==> config.mk <==
export PLATFORM = sky130hd
export DESIGN_NAME = button_event_gen
export DESIGN_NICKNAME = d
export VERILOG_FILES = /design/src/rtl/button_event_gen_pkg.sv /design/src/rtl/button_event_gen.sv
export SDC_FILE = /design/constraint.sdc
export NUM_CORES = 1
export LEC_CHECK = 0
export BUFFER_PORTS_ARGS = -buffer_cell sky130_fd_sc_hd__buf_2
export CORE_AREA = 2 2 58 60
export CTS_BUF_LIST = sky130_fd_sc_hd__clkbuf_4 sky130_fd_sc_hd__clkbuf_8 sky130_fd_sc_hd__clkbuf_16
export DETAILED_ROUTE_END_ITERATION = 8
export DIE_AREA = 0 0 60 62
export GPL_TIMING_DRIVEN = 1
export HOLD_SLACK_MARGIN = 0.08
export PLACE_DENSITY = 0.81
export REMOVE_ABC_BUFFERS = 1
export SETUP_SLACK_MARGIN = 0.5
export SLEW_MARGIN = 20
export SYNTH_ARGS = -nofsm -noshare
export SYNTH_HDL_FRONTEND = slang
export SYNTH_SLANG_ARGS = --single-unit
==> constraint.sdc <==
create_clock -name clk -period 3.6 [get_ports clk]
set_input_delay 0.36 -clock clk [delete_from_list [all_inputs] [get_ports clk]]
set_output_delay 0.36 -clock clk [all_outputs]
set_load 0.01 [all_outputs]
==> src/rtl/button_event_gen_pkg.sv <==
`default_nettype none
// +--------------------------------------------------------------------------+
// | Module  : button_event_gen_pkg                                           |
// | Brief   : State encodings and default board timing for button_event_gen  |
// | Revision: 1.0 - initial release                                          |
// +--------------------------------------------------------------------------+
package button_event_gen_pkg;

  typedef enum logic [1:0] {
    ST_ARM    = 2'd0,
    ST_IDLE   = 2'd1,
    ST_HELD   = 2'd2,
    ST_REPEAT = 2'd3
  } state_t;

  // Defaults assume a 50 MHz board clock: 1 s to long-press, 200 ms repeat.
  localparam int c_DEF_LONG_CYCLES   = 50_000_000;
  localparam int c_DEF_REPEAT_CYCLES = 10_000_000;

  function automatic int max_int(input int a, input int b);
    return (a > b) ? a : b;
  endfunction

endpackage
`default_nettype wire

==> src/rtl/button_event_gen.sv <==
`default_nettype none
// +--------------------------------------------------------------------------+
// | Module  : button_event_gen                                               |
// | Brief   : Debounced button level -> press/release/long/step pulses       |
// | Revision: 1.0 - initial release                                          |
// +--------------------------------------------------------------------------+
module button_event_gen
  import button_event_gen_pkg::*;
#(
  parameter int LONG_CYCLES   = c_DEF_LONG_CYCLES,
  parameter int REPEAT_CYCLES = c_DEF_REPEAT_CYCLES
) (
  input  logic clk,
  input  logic rst,
  input  logic pb_state,
  input  logic repeat_en,
  output logic press_pulse,
  output logic release_pulse,
  output logic long_pulse,
  output logic step_pulse,
  output logic held
);

  localparam int CNT_W = $clog2(max_int(LONG_CYCLES, REPEAT_CYCLES)) + 1;
  localparam logic [CNT_W-1:0] c_LONG_LAST   = CNT_W'(LONG_CYCLES - 1);
  localparam logic [CNT_W-1:0] c_REPEAT_LAST = CNT_W'(REPEAT_CYCLES - 1);

  state_t           r_state;
  logic [CNT_W-1:0] r_cnt;
  logic             r_press;
  logic             r_release;
  logic             r_long;
  logic             r_step;
  logic             r_held;

  always_ff @(posedge clk) begin
    if (rst) begin
      r_state   <= ST_ARM;
      r_cnt     <= '0;
      r_press   <= 1'b0;
      r_release <= 1'b0;
      r_long    <= 1'b0;
      r_step    <= 1'b0;
      r_held    <= 1'b0;
    end else begin
      r_press   <= 1'b0;
      r_release <= 1'b0;
      r_long    <= 1'b0;
      r_step    <= 1'b0;
      case (r_state)
        // A button already down when reset lifts must be let go first.
        ST_ARM: begin
          if (!pb_state) r_state <= ST_IDLE;
        end
        ST_IDLE: begin
          if (pb_state) begin
            r_state <= ST_HELD;
            r_cnt   <= '0;
            r_press <= 1'b1;
            r_step  <= 1'b1;
            r_held  <= 1'b1;
          end
        end
        ST_HELD: begin
          if (!pb_state) begin
            r_state   <= ST_IDLE;
            r_cnt     <= '0;
            r_release <= 1'b1;
            r_held    <= 1'b0;
          end else if (r_cnt == c_LONG_LAST) begin
            r_state <= ST_REPEAT;
            r_cnt   <= '0;
            r_long  <= 1'b1;
            r_step  <= 1'b1;
          end else begin
            r_cnt <= r_cnt + CNT_W'(1);
          end
        end
        ST_REPEAT: begin
          if (!pb_state) begin
            r_state   <= ST_IDLE;
            r_cnt     <= '0;
            r_release <= 1'b1;
            r_held    <= 1'b0;
          end else if (!repeat_en) begin
            r_cnt <= '0;
          end else if (r_cnt == c_REPEAT_LAST) begin
            r_cnt  <= '0;
            r_step <= 1'b1;
          end else begin
            r_cnt <= r_cnt + CNT_W'(1);
          end
        end
        default: begin
          r_state <= ST_ARM;
          r_cnt   <= '0;
          r_held  <= 1'b0;
        end
      endcase
    end
  end

  assign press_pulse   = r_press;
  assign release_pulse = r_release;
  assign long_pulse    = r_long;
  assign step_pulse    = r_step;
  assign held          = r_held;

endmodule
`default_nettype wire

==> Word level (Yosys, flattened, before mapping) <==
Cells that the tools add are included.
W data, S select, Z words.
{ "classes": {"n_addsub": 1, "eq_ne": 9, "muxes": 23, "n_bitwise": 3, "n_reduce_logical": 11} }
{ "op_table": {"columns": ["cell", "count"], "rows": [
  ["$mux W27", 6],
  ["$pmux W27 S3", 1],
  ["$add A27 B1 Y27 const B", 1],
  ["$eq A27 B24 Y1 const B", 1],
  ["$eq A27 B26 Y1 const B", 1],
  ["$reduce_or A2 Y1", 5],
  ["$mux W1", 9],
  ["$mux W2", 4],
  ["$ne A2 B2 Y1 const B", 3],
  ["$pmux W2 S3", 1],
  ["$reduce_and A3 Y1", 2],
  ["$eq A2 B2 Y1 const B", 2],
  ["$ne A3 B3 Y1 const B", 1],
  ["$not A1 Y1", 3],
  ["$pmux W1 S3", 1],
  ["$reduce_bool A3 Y1", 1],
  ["$eq A2 B1 Y1 const B", 1],
  ["$logic_not A2 Y1", 1],
  ["$pmux W1 S2", 1],
  ["$reduce_and A2 Y1", 1],
  ["$reduce_bool A2 Y1", 1]
]} }
{ "word_totals": {"register_bits": 34, "in_bits": 4, "output_inout_bits": 5, "wordCells": 54} }

==> Depth between registers and ports, before layout <==
Gate-level depths: netlist (run 1).
{ "depth": {"word_depth": 5, "depth_mapped": 10, "ltp_nobuf": 8} }

==> Least setup slack after synthesis (run 1) <==
Ideal clock, no wire load.
{ "synth_timing": {"kind": "register -> register", "from": "register r_state[1]", "to": "register r_cnt[23]", "setup_time_ns": 0.062, "arrival_time_ns": 2.017, "required_time_ns": 3.538, "setup_slack_ns": 1.521, "stages_incl_launch_ff": 10, "path_buffers": 1, "synth_period_minus_slack_ns": 2.079, "path_cell_list": "dfxtp_1 inv_1 ha_1 nor2b_1 or2_1 clkbuf_1 nor3_2 a21boi_4 or3b_1 nand3_1"} }
{ "synth_via": {"elab_chain_len": 3, "word_cells_on_any_way": 7, "classes_between": "4 x eq/ne; 1 x mux; 2 x reduce/logical"} }
{ "synth_lines": {"columns": ["item", "line_no", "rtl"], "rows": [
  ["start: declaration", "button_event_gen.sv:28", "state_t r_state;"],
  ["start signal: assignment", "button_event_gen.sv:38", "r_state <= ST_ARM;"],
  ["start signal: assignment", "button_event_gen.sv:53", "if (!pb_state) r_state <= ST_IDLE;"],
  ["start signal: assignment", "button_event_gen.sv:57", "r_state <= ST_HELD;"],
  ["$eq A2 B1 Y1 / $eq A2 B2 Y1 (equally long branches)", "button_event_gen.sv:50", "case (r_state)"],
  ["$ne A2 B2 Y1 (no source line) / $reduce_bool A3 Y1 (equally long branches)", null, null],
  ["$reduce_and A2 Y1 (no source line)", null, null],
  ["end signal: assignment", "button_event_gen.sv:76", "r_cnt <= r_cnt + CNT_W'(1);"],
  ["end signal: assignment", "button_event_gen.sv:91", "r_cnt <= r_cnt + CNT_W'(1);"],
  ["end: declaration", "button_event_gen.sv:29", "logic [CNT_W-1:0] r_cnt;"]
]} }
Parallel ways exist; a longest one is shown, timed or not.
A chain may end at the register's enable or synchronous reset.

==> Worst setup path after layout (run 1) <==
Same ends and word-level chain as after synthesis.

==> results of run 1 <==
[cells by family after synthesis]
group | count (synthesis) | share of synthesized area (%)
and+or+nand+nor | 105 | 32.0
AOI/OAI and AO/OA | 64 | 22.6
muxes | 1 | 0.519
buffers and inverters | 18 | 5.39
adders and majority gates | 5 | 3.24
xor gates and xnor gates | 2 | 0.909
DFF | 34 | 35.3
[state kept, by name, summed over array words and instances, names as in the netlist]
register	cells
held	1
long_pulse	1
press_pulse	1
r_cnt	27
r_state	2
release_pulse	1
step_pulse	1
[per-stage QoR]
stage                     hold slack [ns]  area [um^2]  worst slack (ns)  total power (uW)  utilization [%]
after floorplan                     0.429         1840              1.28               593                -
after global placement              0.452         1950              1.07               655             61.3
after detailed placement            0.466         1950             0.976               659             61.3
after CTS                           0.270         2000             0.957               868             62.9
after global routing                0.295         2000             0.717               910             62.9
final                               0.281         2000             0.954               861             62.9
[layout by cell type, fill, tap and decap left out, types with 2 or more instances in the layout]
cell type and count:
nor3_1 6, clkbuf_4 5, dfxtp_1 34, a41oi_1 3
and3_1 3, nor4bb_1 2, a21oi_1 18, nand4_1 3
nand3_1 18, o31ai_1 2, and4bb_2 2, and2_1 3
o21ai_0 7, nand2_1 28, a311oi_1 3, a31oi_1 15
a22o_1 3, nor3_2 2, nor2_1 16, a21o_1 5
buf_2 8, xor2_1 2, or3b_1 2, or3_1 2
inv_1 5, and4_1 2, ha_1 5, nand2b_1 5
[final timing paths]
check | cells after the start | slack [ns] | to | startpoint
worst max-delay path | 8 | 0.95 | r_cnt[23]$_SDFFE_PP0P_ | r_state[1]$_SDFFE_PP0P_
worst min-delay path | 2 | 0.28 | release_pulse$_SDFF_PP0_ | pb_state
worst max register to register | 8 | 0.95 | r_cnt[23]$_SDFFE_PP0P_ | r_state[1]$_SDFFE_PP0P_
worst min register to register | 1 | 0.49 | r_cnt[26]$_SDFFE_PP0P_ | r_cnt[26]$_SDFFE_PP0P_
[layer usage]
layer	GRT usage, %	vias up
li1	-	850
met4	11.4	0
met3	4.97	7
met5	0	-
met2	34.8	36
met1	30.8	765
[worst reg2reg max path: cells and delay by family (launching register included)]
family	cells	cell delay [ns]
flip-flops	1	0.42
AO/OA/AOI/OAI	1	0.69
AND/OR/NAND/NOR	5	1.19
adder cells (fa/ha/maj)	1	0.21
buffers and inverters	1	0.09
[final cells by class]
cell class	instances	share of cell area, %
inverter	5	0.939
sequential	34	34.0
tap	46	2.88
clock buffer	6	2.57
timing repair buffer	9	2.38
multi-input combinational	177	57.2
[report_power, final]
group	internal (uW)	total (uW)	switching, uW
sequential	396	414	17.4
clock	87.9	208	120
combinational	88.3	239	150
==> results.toml, run 1 <==
[timing]
layout_min_cycle_time_ns = 2.65
fin_crit_sh_pct = 73.5
slew_headroom_pct = 46.4
rsz0062_at_grt = "no"
skew_ns = 0.00822
finalSetupViolations = 0
finalHoldViolations = 0
fmax_mhz = 378
setup_tns_ns = 0
tightest_slew_ns = 0.802
drv_slew = 0

[detailed_routing]
drt_wl_total_um = 3840
drtIter0Drc = 122
drc = 0
wl_met3_um = 182
dr_wl_met2_um = 1780
final_antenna_net_count = 0
vias_per_cell = 5.99
first_pass_iters = 4
wl_per_cell_um = 13.9
m1WireLength_um = 1810
vias = 1658
highest_layer = "met4"

[logic_synthesis]
ys_async_sr_fraction_pct = 0
synthTopCellsByCount = "34 x dfxtp_1, 28 x nand2_1, 18 x a21oi_1, 18 x nand3_1, 16 x nor2_1"
synth_warnings = 0
synthFlopType = "dfxtp_1"
syn_inst = 229
synth-edff-count = 0
synth_cell_types = 52
synth_top_area_share_pct = 35.3
synthesis.area_per_instance_um2 = 8.42
synth_top_cells_by_area = "dfxtp_1 35%, nand2_1 5.5%, a31oi_1 4.9%"
synth_top_area_cell = "dfxtp_1"
yosys_register_bits = 34
netlist_area_um2 = 1930
synth.most_common_cell = "dfxtp_1"
ys_seq_area_share_pct = 35.3

[global_routing]
grt_usage_pct = 22.9
first_global_vias = 1370
grt_overflow = 0
antenna_found_initial = 0
grt_max_degree = 36
grt_pass1_wl_um = 6220

[worst_setup_path]
endpoint_kind = "flop"
cp_top_family = "simple AND/OR/NAND/NOR gates"
slowest_delay_ns = 0.69
worstPathArrival_ns = 2.93
required_ns = 3.89
critPathSlowestCell = "a21boi_4"
crit_path_start_kind = "flop"
criticalPathCategory = "flop to flop"
crit_buf_inv = 1
crit_chain = "inv_1 > ha_1 > nor2b_1 > or2_1 > nor3_2 > a21boi_4 > or3b_1 > nand3_1"
cp_max_fo = 35

[floorplan]
pin_count = 9
start_util_pct = 60.6
coreArea_um2 = 3180
dieArea_um2 = 3720
num_rows = 21
die_x_um = 60
die_h_um = 62

[cts]
cts_root_buf = "clkbuf_4"
cts_hold_buf = 0
numCtsBuffers = 5
cts_resized = 0
clkLatencyLatePin_ns = 0.34
h-tree-depth = 2
post-cts-setup-buffers = 0
cts_buffer_depth = 2
clk_pin_slew_ns = 0.09
cts_tree = "done"
numClockSinks = 34

[place]
hpwl_um = 2740
port_buffers = 8
place_congestion = 0.865
dp_cells = 271

[run_status]
status = "finished clean"

[cells_and_area]
n_antenna_cell = 0
fill_cells = 283
area_growth_pct = 3.70
seq_area_um2 = 681
multi_input_area_um2 = 1140
fin_nets = 241
drive_gt1_share_pct = 12.6
fin_cells = 277

[flow_run]
maxCapViolCount = 0

[power_and_ir_drop]
max-vdd-ir-drop_uv = 373
power_density_nw_per_um2 = 430
leakagePower_uw = 0.000749

[worst_hold_path]
hold_path.class = "input pin to flop"
Power figures use the tool's default switching activity.
==> inputs of run 2 (changes only) <==
--- a/config.mk
+++ b/config.mk
@@ -6,13 +6,13 @@
 export NUM_CORES = 1
 export LEC_CHECK = 0
 export BUFFER_PORTS_ARGS = -buffer_cell sky130_fd_sc_hd__buf_2
-export CORE_AREA = 2 2 58 60
+export CORE_AREA = 2 2 60 62
 export CTS_BUF_LIST = sky130_fd_sc_hd__clkbuf_4 sky130_fd_sc_hd__clkbuf_8 sky130_fd_sc_hd__clkbuf_16
 export DETAILED_ROUTE_END_ITERATION = 8
-export DIE_AREA = 0 0 60 62
+export DIE_AREA = 0 0 62 64
 export GPL_TIMING_DRIVEN = 1
 export HOLD_SLACK_MARGIN = 0.08
-export PLACE_DENSITY = 0.81
+export PLACE_DENSITY = 0.76
 export REMOVE_ABC_BUFFERS = 1
 export SETUP_SLACK_MARGIN = 0.5
 export SLEW_MARGIN = 20
==> constraint.sdc (replaced) <==
create_clock -name clk -period 2.71 [get_ports clk]
set_input_delay 0.271 -clock clk [delete_from_list [all_inputs] [get_ports clk]]
set_output_delay 0.271 -clock clk [all_outputs]
set_load 0.01 [all_outputs]
==> run 2 against run 1 <==
  * Critical path depth grew 1
  * Utilization grew 3.7 points
  * Power grew 54%
  * Final area grew 9.4%
  * Register-to-register slack lost 0.36 ns
  * Sequential cell count is the same
  * Non-clock buffer count grew 11
  * Clock power grew 78%
  * Routed wire length grew 8.2%
==> results.toml, run 2 (synthesis gave the netlist of run 1 again) <==
[flow_run]
maxCapViolCount = 0

[timing]
holdWs_ns = 0.187
rsz0062_at_grt = "no"
drv_slew = 0
setup_tns_ns = 0
finalSetupViolations = 0
fmax_mhz = 473
fin_crit_sh_pct = 78.1
finalHoldViolations = 0
skew_ns = 0.0132
worst_slack_ns = 0.594
tightest_slew_ns = 0.587
layout_min_cycle_time_ns = 2.12
slew_headroom_pct = 60.8

[run_status]
status = "finished clean"

[worst_setup_path]
criticalPathCategory = "flop to flop"
endpoint_kind = "flop"
cp_max_fo = 5
reg2reg_depth = 9
crit_path_start_kind = "flop"
worstPathArrival_ns = 2.41
required_ns = 3.00

[cts]
clkLatencyLatePin_ns = 0.35
cts_buffer_depth = 2
numCtsBuffers = 5
cts_root_buf = "clkbuf_4"
h-tree-depth = 2
clk_pin_slew_ns = 0.12
numClockSinks = 34
cts_tree = "done"

[detailed_routing]
drt_wl_total_um = 4160
vias = 1730
final_antenna_net_count = 0
drtIter0Drc = 160
vias_per_cell = 5.97
drc = 0
wl_per_cell_um = 14.3
first_pass_iters = 5

[cells_and_area]
design_area_um2 = 2190
n_antenna_cell = 0
largest_reg_flops = 27
drive_gt1_share_pct = 20.5
final_common_cell = "dfxtp_1"
regMostFlops = "r_cnt"
area_growth_pct = 13.4
fin_nets = 252
largest_registers = "r_cnt x27, r_state x2"
layout_common_cells = "32 x dfxtp_1, 28 x nand2_1, 18 x nand3_1, 18 x a21oi_1"
multi_input_area_um2 = 1180
fill_cells = 278
seq_area_um2 = 686

[place]
port_buffers = 8
pre_cts_slack_ns = 0.402
hpwl_um = 2780
post_dp_cell_area_um2 = 1960
place_congestion = 0.826

[global_routing]
grt_usage_pct = 23.4
first_global_vias = 1506
grt_overflow = 0
grt_max_degree = 28
grt_pass1_wl_um = 7010
antenna_found_initial = 0

[worst_hold_path]
min_path_cells = 2
hold_path.class = "input pin to flop"

[power_and_ir_drop]
leakagePower_uw = 0.000853
max-vdd-ir-drop_uv = 588
power_density_nw_per_um2 = 607

[floorplan]
die_x_um = 62
pin_count = 9
num_rows = 21
dieArea_um2 = 3970
die_h_um = 64
coreArea_um2 = 3280
start_util_pct = 58.7
## run 2: metrics by stage
| step | util, % | instances | total power [uW] |
|---|---|---|---|
| after floorplan | - | 216 | 787 |
| after global placement | 59.7 | 271 | 867 |
| after detailed placement | 59.7 | 271 | 872 |
| after CTS | 62.6 | 281 | 1240 |
| after global routing | 66.6 | 290 | 1410 |
| final | 66.6 | 290 | 1330 |
## run 2: what timing repair did
action | 4_1_cts | 5_1_grt
gates cloned | 0 | 1
endpoints found under the setup margin | 17 | 21
pin swaps | 0 | 4
resized for setup | 1 | 13
hold buffers | 0 | 0
buffers inserted | 2 | 8
## run 2: power breakdown
group          internal, uW  switching [uW]  total, uW
Sequential              530            23.2        553
Combinational           178             226        404
Clock                   191             179        370
Total                   899             428       1330
## run 2: final cells by class
cell class              instances  area share, %
flip-flops and latches         34           31.4
inverters                       5          0.858
well taps                      46           2.63
clock buffers                   5           1.72
multi-input cells             177           54.1
clock inverters                 3           1.83
repair buffers                 20           7.49
## run 2: routing by layer
metal / share of wire, % / vias up / track usage (%) / wire length, um
met2: 44 / 48 / 33.1 / 1840
met4: 2.6 / 0 / 10.4 / 109
met1: 47 / 790 / 33.2 / 1960
li1: - / 878 / - / -
met5: 0 / - / 0 / 0
met3: 5.8 / 14 / 5.47 / 243
## run 2: path summary, 6_finish.rpt
path / start / end / slack (ns)
min reg2reg: r_cnt[26]$_SDFFE_PP0P_ / r_cnt[26]$_SDFFE_PP0P_ / 0.50
min: pb_state / release_pulse$_SDFF_PP0_ / 0.19
max reg2reg: r_state[1]$_SDFFE_PP0P_ / r_cnt[23]$_SDFFE_PP0P_ / 0.59
max: r_state[1]$_SDFFE_PP0P_ / r_cnt[23]$_SDFFE_PP0P_ / 0.59
## run 2: worst max-delay path: stages (launching register included)
cell and delay (ns):
dfxtp_4 0.38, inv_1 0.06, ha_2 0.19, nor2b_4 0.14
or2_4 0.27, nor3_4 0.12, a21boi_4 0.34, buf_6 0.14
or3b_1 0.33, nand3_1 0.08
